$ cat config.mk
export PLATFORM = sky130hd
export DESIGN_NAME = stove_button_handler
export DESIGN_NICKNAME = d
export VERILOG_FILES = /design/src/rtl/stove_pkg.sv /design/src/rtl/stove_sync2.sv /design/src/rtl/stove_button_handler.sv
export SDC_FILE = /design/constraint.sdc
export NUM_CORES = 1
export LEC_CHECK = 0
export ABC_AREA = 1
export BUFFER_PORTS_ARGS = -buffer_cell sky130_fd_sc_hd__clkbuf_2
export CORE_ASPECT_RATIO = 1.75
export CORE_MARGIN = 2
export CORE_UTILIZATION = 50
export CTS_BUF_LIST = sky130_fd_sc_hd__clkbuf_4
export DETAILED_ROUTE_END_ITERATION = 10
export MAX_ROUTING_LAYER = met4
export PLACE_DENSITY = 0.67
export SYNTH_ARGS = -nofsm -noshare
export SYNTH_HDL_FRONTEND = slang
export SYNTH_SLANG_ARGS = --single-unit
$ cat constraint.sdc
create_clock -name clk -period 2.7 [get_ports clk]
set_clock_uncertainty 0.05 [all_clocks]
set_input_delay 0.27 -clock clk [delete_from_list [all_inputs] [get_ports clk]]
set_output_delay 0.27 -clock clk [all_outputs]
set_load 0.05 [all_outputs]
$ cat src/rtl/stove_pkg.sv
// Shared definitions for the stove front-panel input blocks: button FSM
// state encoding, default button timing and the hold-counter width.
package stove_pkg;

  typedef enum logic [1:0] {
    BTN_IDLE   = 2'd0,
    BTN_HELD   = 2'd1,
    BTN_REPEAT = 2'd2
  } btn_state_e;

  localparam int unsigned LONG_PRESS_DFLT    = 32'd50_000_000;
  localparam int unsigned REPEAT_PERIOD_DFLT = 32'd10_000_000;
  localparam int unsigned CNT_W              = 32'd32;

endpackage

$ cat src/rtl/stove_sync2.sv
// Generic two-flop synchronizer for single-bit asynchronous inputs.
// The output is the second stage, which resets to 0.
module stove_sync2 (
  input  logic clk,
  input  logic async_nreset,
  input  logic d_i,
  output logic q_o
);

  logic [1:0] sync_q;

  // Shift the asynchronous input through two flops.
  always_ff @(posedge clk or negedge async_nreset) begin
    if (!async_nreset) begin
      sync_q <= 2'b00;
    end else begin
      sync_q <= {sync_q[0], d_i};
    end
  end

  assign q_o = sync_q[1];

endmodule

$ cat src/rtl/stove_button_handler.sv
// Turns one debounced stove push-button into press, release, long-press and
// auto-repeat events, driven by the debouncer's stable strobe.
module stove_button_handler
  import stove_pkg::*;
#(
  parameter int unsigned LONG_PRESS    = LONG_PRESS_DFLT,
  parameter int unsigned REPEAT_PERIOD = REPEAT_PERIOD_DFLT
) (
  input  logic clk,
  input  logic async_nreset,
  input  logic button_raw,
  input  logic stable_strobe,
  output logic press_pulse,
  output logic release_pulse,
  output logic repeat_pulse,
  output logic long_press,
  output logic pressed
);

  localparam logic [CNT_W-1:0] LONG_LAST   = CNT_W'(LONG_PRESS - 32'd1);
  localparam logic [CNT_W-1:0] REPEAT_LAST = CNT_W'(REPEAT_PERIOD - 32'd1);
  localparam logic [CNT_W-1:0] CNT_ONE     = CNT_W'(1);

  logic             level_s;
  btn_state_e       state_q;
  logic [CNT_W-1:0] cnt_q;
  logic             press_q;
  logic             release_q;
  logic             repeat_q;
  logic             long_q;
  logic             pressed_q;

  stove_sync2 u_sync (
    .clk          (clk),
    .async_nreset (async_nreset),
    .d_i          (button_raw),
    .q_o          (level_s)
  );

  // Button FSM and hold counter; a release strobe outranks the hold-time events.
  always_ff @(posedge clk or negedge async_nreset) begin
    if (!async_nreset) begin
      state_q   <= BTN_IDLE;
      cnt_q     <= '0;
      press_q   <= 1'b0;
      release_q <= 1'b0;
      repeat_q  <= 1'b0;
      long_q    <= 1'b0;
      pressed_q <= 1'b0;
    end else begin
      press_q   <= 1'b0;
      release_q <= 1'b0;
      repeat_q  <= 1'b0;
      case (state_q)
        BTN_IDLE: begin
          if (stable_strobe && level_s) begin
            state_q   <= BTN_HELD;
            cnt_q     <= '0;
            press_q   <= 1'b1;
            pressed_q <= 1'b1;
          end else begin
            cnt_q <= '0;
          end
        end
        BTN_HELD, BTN_REPEAT: begin
          if (stable_strobe && !level_s) begin
            state_q   <= BTN_IDLE;
            cnt_q     <= '0;
            release_q <= 1'b1;
            pressed_q <= 1'b0;
            long_q    <= 1'b0;
          end else if ((state_q == BTN_HELD) && (cnt_q == LONG_LAST)) begin
            state_q  <= BTN_REPEAT;
            cnt_q    <= '0;
            long_q   <= 1'b1;
            repeat_q <= 1'b1;
          end else if ((state_q == BTN_REPEAT) && (cnt_q == REPEAT_LAST)) begin
            cnt_q    <= '0;
            repeat_q <= 1'b1;
          end else begin
            cnt_q <= cnt_q + CNT_ONE;
          end
        end
        default: begin
          state_q   <= BTN_IDLE;
          cnt_q     <= '0;
          long_q    <= 1'b0;
          pressed_q <= 1'b0;
        end
      endcase
    end
  end

  assign press_pulse   = press_q;
  assign release_pulse = release_q;
  assign repeat_pulse  = repeat_q;
  assign long_press    = long_q;
  assign pressed       = pressed_q;

endmodule

# Yosys cells after proc, flatten, opt, wreduce, memory -nomap -nowiden
# Index checks and enable logic that the tools add are counted.
[op_classes] n_addsub=1 eq_ne=7 mux=22 n_bitwise=1 n_reduce_logical=10
[ops] op="$mux W32" count=4
[ops] op="$add A32 B1 Y32 const B" count=1
[ops] op="$eq A32 B24 Y1 const B" count=1
[ops] op="$eq A32 B26 Y1 const B" count=1
[ops] op="$mux W1" count=12
[ops] op="$mux W2" count=3
[ops] op="$reduce_and A2 Y1" count=3
[ops] op="$logic_and A1 B1 Y1" count=4
[ops] op="$ne A2 B2 Y1 const B" count=2
[ops] op="$pmux W1 S2" count=2
[ops] op="$pmux W2 S2" count=1
[ops] op="$ne A3 B3 Y1 const B" count=1
[ops] op="$eq A2 B1 Y1 const B" count=1
[ops] op="$eq A2 B2 Y1 const B" count=1
[ops] op="$logic_not A2 Y1" count=1
[ops] op="$reduce_or A2 Y1" count=1
[ops] op="$logic_not A1 Y1" count=1
[ops] op="$not A1 Y1" count=1
[totals] reg_bits=41 input_bits=4 out_inout_bits=5 word_cells=49

# Depth between registers and ports, before layout
[logic_depth] word_depth=6 ltp_mapped=11 mapped_depth_nobuf=11

# Cells and area by module
# Synthesis repeated with hierarchy kept, for this count alone.
[hier_totals] hier_cells=336 area_unflattened_um2=2377.3
[modules_own_cells] mod="stove_button_handler" n_inst=1 cells_per_inst=334 area_each_um2=2327.2 seq_area_each_um2=975.9
[modules_own_cells] mod="stove_sync2" n_inst=1 cells_per_inst=2 area_each_um2=50.0 seq_area_each_um2=50.0

# Worst setup path after synthesis
# No wires, ideal clock.
[synth_path] path_kind="reg-to-reg" from="register state_q[0]" to="register state_q[1]" setup_ps=65 t_arrival_ps=1545 required_ps=2585 path_slack_ps=1041 path_stages_with_launch=9 path_buffers=0 synth_period_minus_slack_ps=1659 path_cell_list="dfrtp_1 -> inv_1 -> ha_1 -> inv_1 -> nor2_1 -> inv_1 -> nor2_1 -> nand3_1 -> nand2_1"
[synth_via] elab_chain_len=4 word_cells_on_any_way=9 classes_between="4 x eq/ne; 1 x mux; 4 x reduce/logical"
[synth_rtl] item="start: declaration" line="stove_button_handler.sv:25" rtl="btn_state_e state_q;"
[synth_rtl] item="start signal: assignment" line="stove_button_handler.sv:43" rtl="state_q <= BTN_IDLE;"
[synth_rtl] item="start signal: assignment" line="stove_button_handler.sv:57" rtl="state_q <= BTN_HELD;"
[synth_rtl] item="start signal: assignment" line="stove_button_handler.sv:67" rtl="state_q <= BTN_IDLE;"
[synth_rtl] item="$eq A2 B1 Y1 or $eq A2 B2 Y1 (tied branches)" line="stove_button_handler.sv:54, stove_button_handler.sv:72"
[synth_rtl] item="$reduce_or A2 Y1 or $logic_and A1 B1 Y1 (tied branches)" line="stove_button_handler.sv:54, stove_button_handler.sv:72"
[synth_rtl] item="$ne A3 B3 Y1 (no line)"
[synth_rtl] item="$reduce_and A2 Y1 (no line)"
# Several ways; a longest one is shown, not always the timed one.
# A chain may end at the register's enable or synchronous reset.

# Worst setup path after layout
[layout_path] from="register state_q[1]" to="register state_q[1]"
# The elaborated chain is that of the path after synthesis.

==> impl_metrics.env <==
export IMPL_ios=9
export IMPL_ys_types=20
export IMPL_areaGrowthSynthToFinish_pct=7.526
export IMPL_fin_crit_ps=1997
export IMPL_path_clk_slew_ps=120
export IMPL_rsz0062_at_grt="no"
export IMPL_numCtsBuffers=5
export IMPL_core_region_area_sq_um=4624
export IMPL_holdCritPathClass="input pin to asynchronous set/reset pin"
export IMPL_antenna_found_initial=0
export IMPL_first_pass_iters=4
export IMPL_htreeDepth=2
export IMPL_cts_sinks=41
export IMPL_final_common_cell="nor2_1"
export IMPL_max_vdd_ir_drop_mv=0.5085
export IMPL_synth_area_sq_um=2377
export IMPL_dieArea_sq_um=5344
export IMPL_fmax_ghz=0.5008
export IMPL_p_leak_nw=1.067
export IMPL_relSlewSlack=0.3458
export IMPL_status="complete, no violations"
export IMPL_finalSetupViolations=0
export IMPL_via_count=2073
export IMPL_ys_seq_area_frac=0.4316
export IMPL_wirelength_um=5688
export IMPL_worstMarginPinSlew_ps=981.3
export IMPL_viasPerCell=5.131
export IMPL_period_share=0.7396
export IMPL_synth_cells=336
export IMPL_crit_arrival_ps=2250
export IMPL_initialDrtViolationCount=80
export IMPL_place_hpwl_um=4489
export IMPL_place_port_buffers=8
export IMPL_cp_slowest_stage_delay_ps=470
export IMPL_ys_ff_latch=41
export IMPL_insertion_delay_ps=350
export IMPL_avgSynthCellArea_sq_um=7.075
export IMPL_routedWlPerCell_um=14.08
export IMPL_drc=0
export IMPL_num_nets_final=360
export IMPL_drive_above_1_share=0.07386
export IMPL_slew_viol_final=0
export IMPL_cp_slowest_cell="nor2_1"
export IMPL_dieHeight_um=95.22
export IMPL_grt_pass1_wl_um=9370
export IMPL_worst_path_buf_inv=3
export IMPL_path_cells="inv_1, ha_1, inv_1, nor2_1, inv_1, nor2_1, nand3_1, nand2_1"
export IMPL_initial_core_util=0.5141
export IMPL_drtAntennaViolNets=0
export IMPL_synth_fp_nets=345
export IMPL_clockRootBuffer="clkbuf_4"
export IMPL_grt_overflow=0
export IMPL_crit_family="simple AND/OR/NAND/NOR gates"
export IMPL_clockBufferDepth=2
export IMPL_diodes=0
export IMPL_utilization=0.5528
export IMPL_rows=33
export IMPL_mostFrequentLayoutCells="nor2_1, nand2_1, dfrtp_1"
export IMPL_cp_start_kind="register"
export IMPL_required_ps=2950
export IMPL_fp_dieW_um=56.13
export IMPL_path_class="register to register"
export IMPL_cap_violations=0
export IMPL_cpMostUsedCell="inv_1"
export IMPL_grt_pass1_vias=1985
export IMPL_end_kind="register"
export IMPL_grt_max_degree=42
export IMPL_tns_ps=0
export IMPL_hold_viol_final=0
export IMPL_routabilityCongestion=0.9841
export IMPL_yosysWarnings=0
export IMPL_grt_use_total=0.2383
export IMPL_cts_tree="done"
export IMPL_crit_fanout=9
export IMPL_power_density_nw_per_um2=578.3
## cell families (layout without fill, tap and decap cells)
family                     Yosys count  after routing  share of synthesized area
and+or+nand+nor                    222            222                     0.3811
DFF                                 41             41                     0.4316
buffers and inverters               39             55                    0.06789
xor gates and xnor gates            20             20                    0.07369
AOI/OAI and AO/OA                    9              9                    0.01947
adders and majority gates            5              5                    0.02632
## timing repair
item	in CTS	in global routing
hold buffers	1	0
setup buffers	0	0
hold endpoints to repair	1	0
resized for setup	0	0
## through the flow
stage	hold slack, ps	instance area (sq um)	setup WS, ps	total power, mW	std cells
after global routing	85.98	2556	484.4	1.563	404
after global placement	283.2	2467	819.6	1.086	395
after CTS	48.42	2556	695.7	1.497	404
after floorplan	-75.59	2377	1041	1.010	336
final	6.770	2556	703.1	1.478	404
after detailed placement	292.6	2467	742.3	1.091	395
## layout make-up
cell class | instances | area (sq um)
clock buffers | 6 | 45.04
clock inverters | 2 | 33.78
fillers | 475 | 2068
inverters | 37 | 138.9
multi-input cells | 256 | 1190
flip-flops and latches | 41 | 1026
well taps | 52 | 65.06
repair buffers | 10 | 57.56
## flip-flops by register name, indices dropped and copies added (netlist names)
register,count
cnt_q,32
long_press,1
press_pulse,1
pressed,1
release_pulse,1
repeat_pulse,1
state_q,2
u_sync.sync_q,2
## worst paths after layout
kind / startpoint / to / slack [ps] / cells past startpoint
setup / recovery: state_q[1] / state_q[1] / 700 / 8
hold / removal: async_nreset / cnt_q[29] / 7 / 1
setup reg to reg: state_q[1] / state_q[1] / 700 / 8
hold reg to reg: u_sync.sync_q[0] / u_sync.sync_q[1] / 320 / 0
max in group asynchronous: async_nreset / cnt_q[7] / 1990 / 1
min in group clk: stable_strobe / press_pulse / 150 / 3
## Yosys cell counts
master,n,area share
nor3_1,3,0.0063
inv_1,36,0.057
nand2_1,91,0.14
nand2_2,2,0.0053
xnor2_1,5,0.018
nand3_2,2,0.0084
and3_1,1,0.0026
dfrtp_1,41,0.43
nor2_2,5,0.013
nand3b_1,1,0.0032
buf_6,2,0.0095
o21ai_0,5,0.011
a21oi_1,3,0.0063
nand4_1,3,0.0079
nor2_1,94,0.15
nand3_1,20,0.042
inv_2,1,0.0016
xor2_1,15,0.055
ha_1,5,0.026
o22ai_1,1,0.0026
## where the power goes
part | switching, mW | internal (mW) | total [mW] | leakage (nW)
Clock | 0.201 | 0.203 | 0.404 | 0.0433
Sequential | 0.0294 | 0.656 | 0.685 | 0.562
Combinational | 0.288 | 0.101 | 0.389 | 0.462
Total | 0.518 | 0.960 | 1.48 | 1.07
## metal layers
metal  routed length (um)  track usage  vias to the layer above
met5                    0            -                        -
met4                  296       0.1190                        0
met3                  157      0.03528                       23
met2                 3040       0.4343                       43
met1                 2194       0.2467                      949
li1                     -            -                     1058
Power figures use the tool's default switching activity.
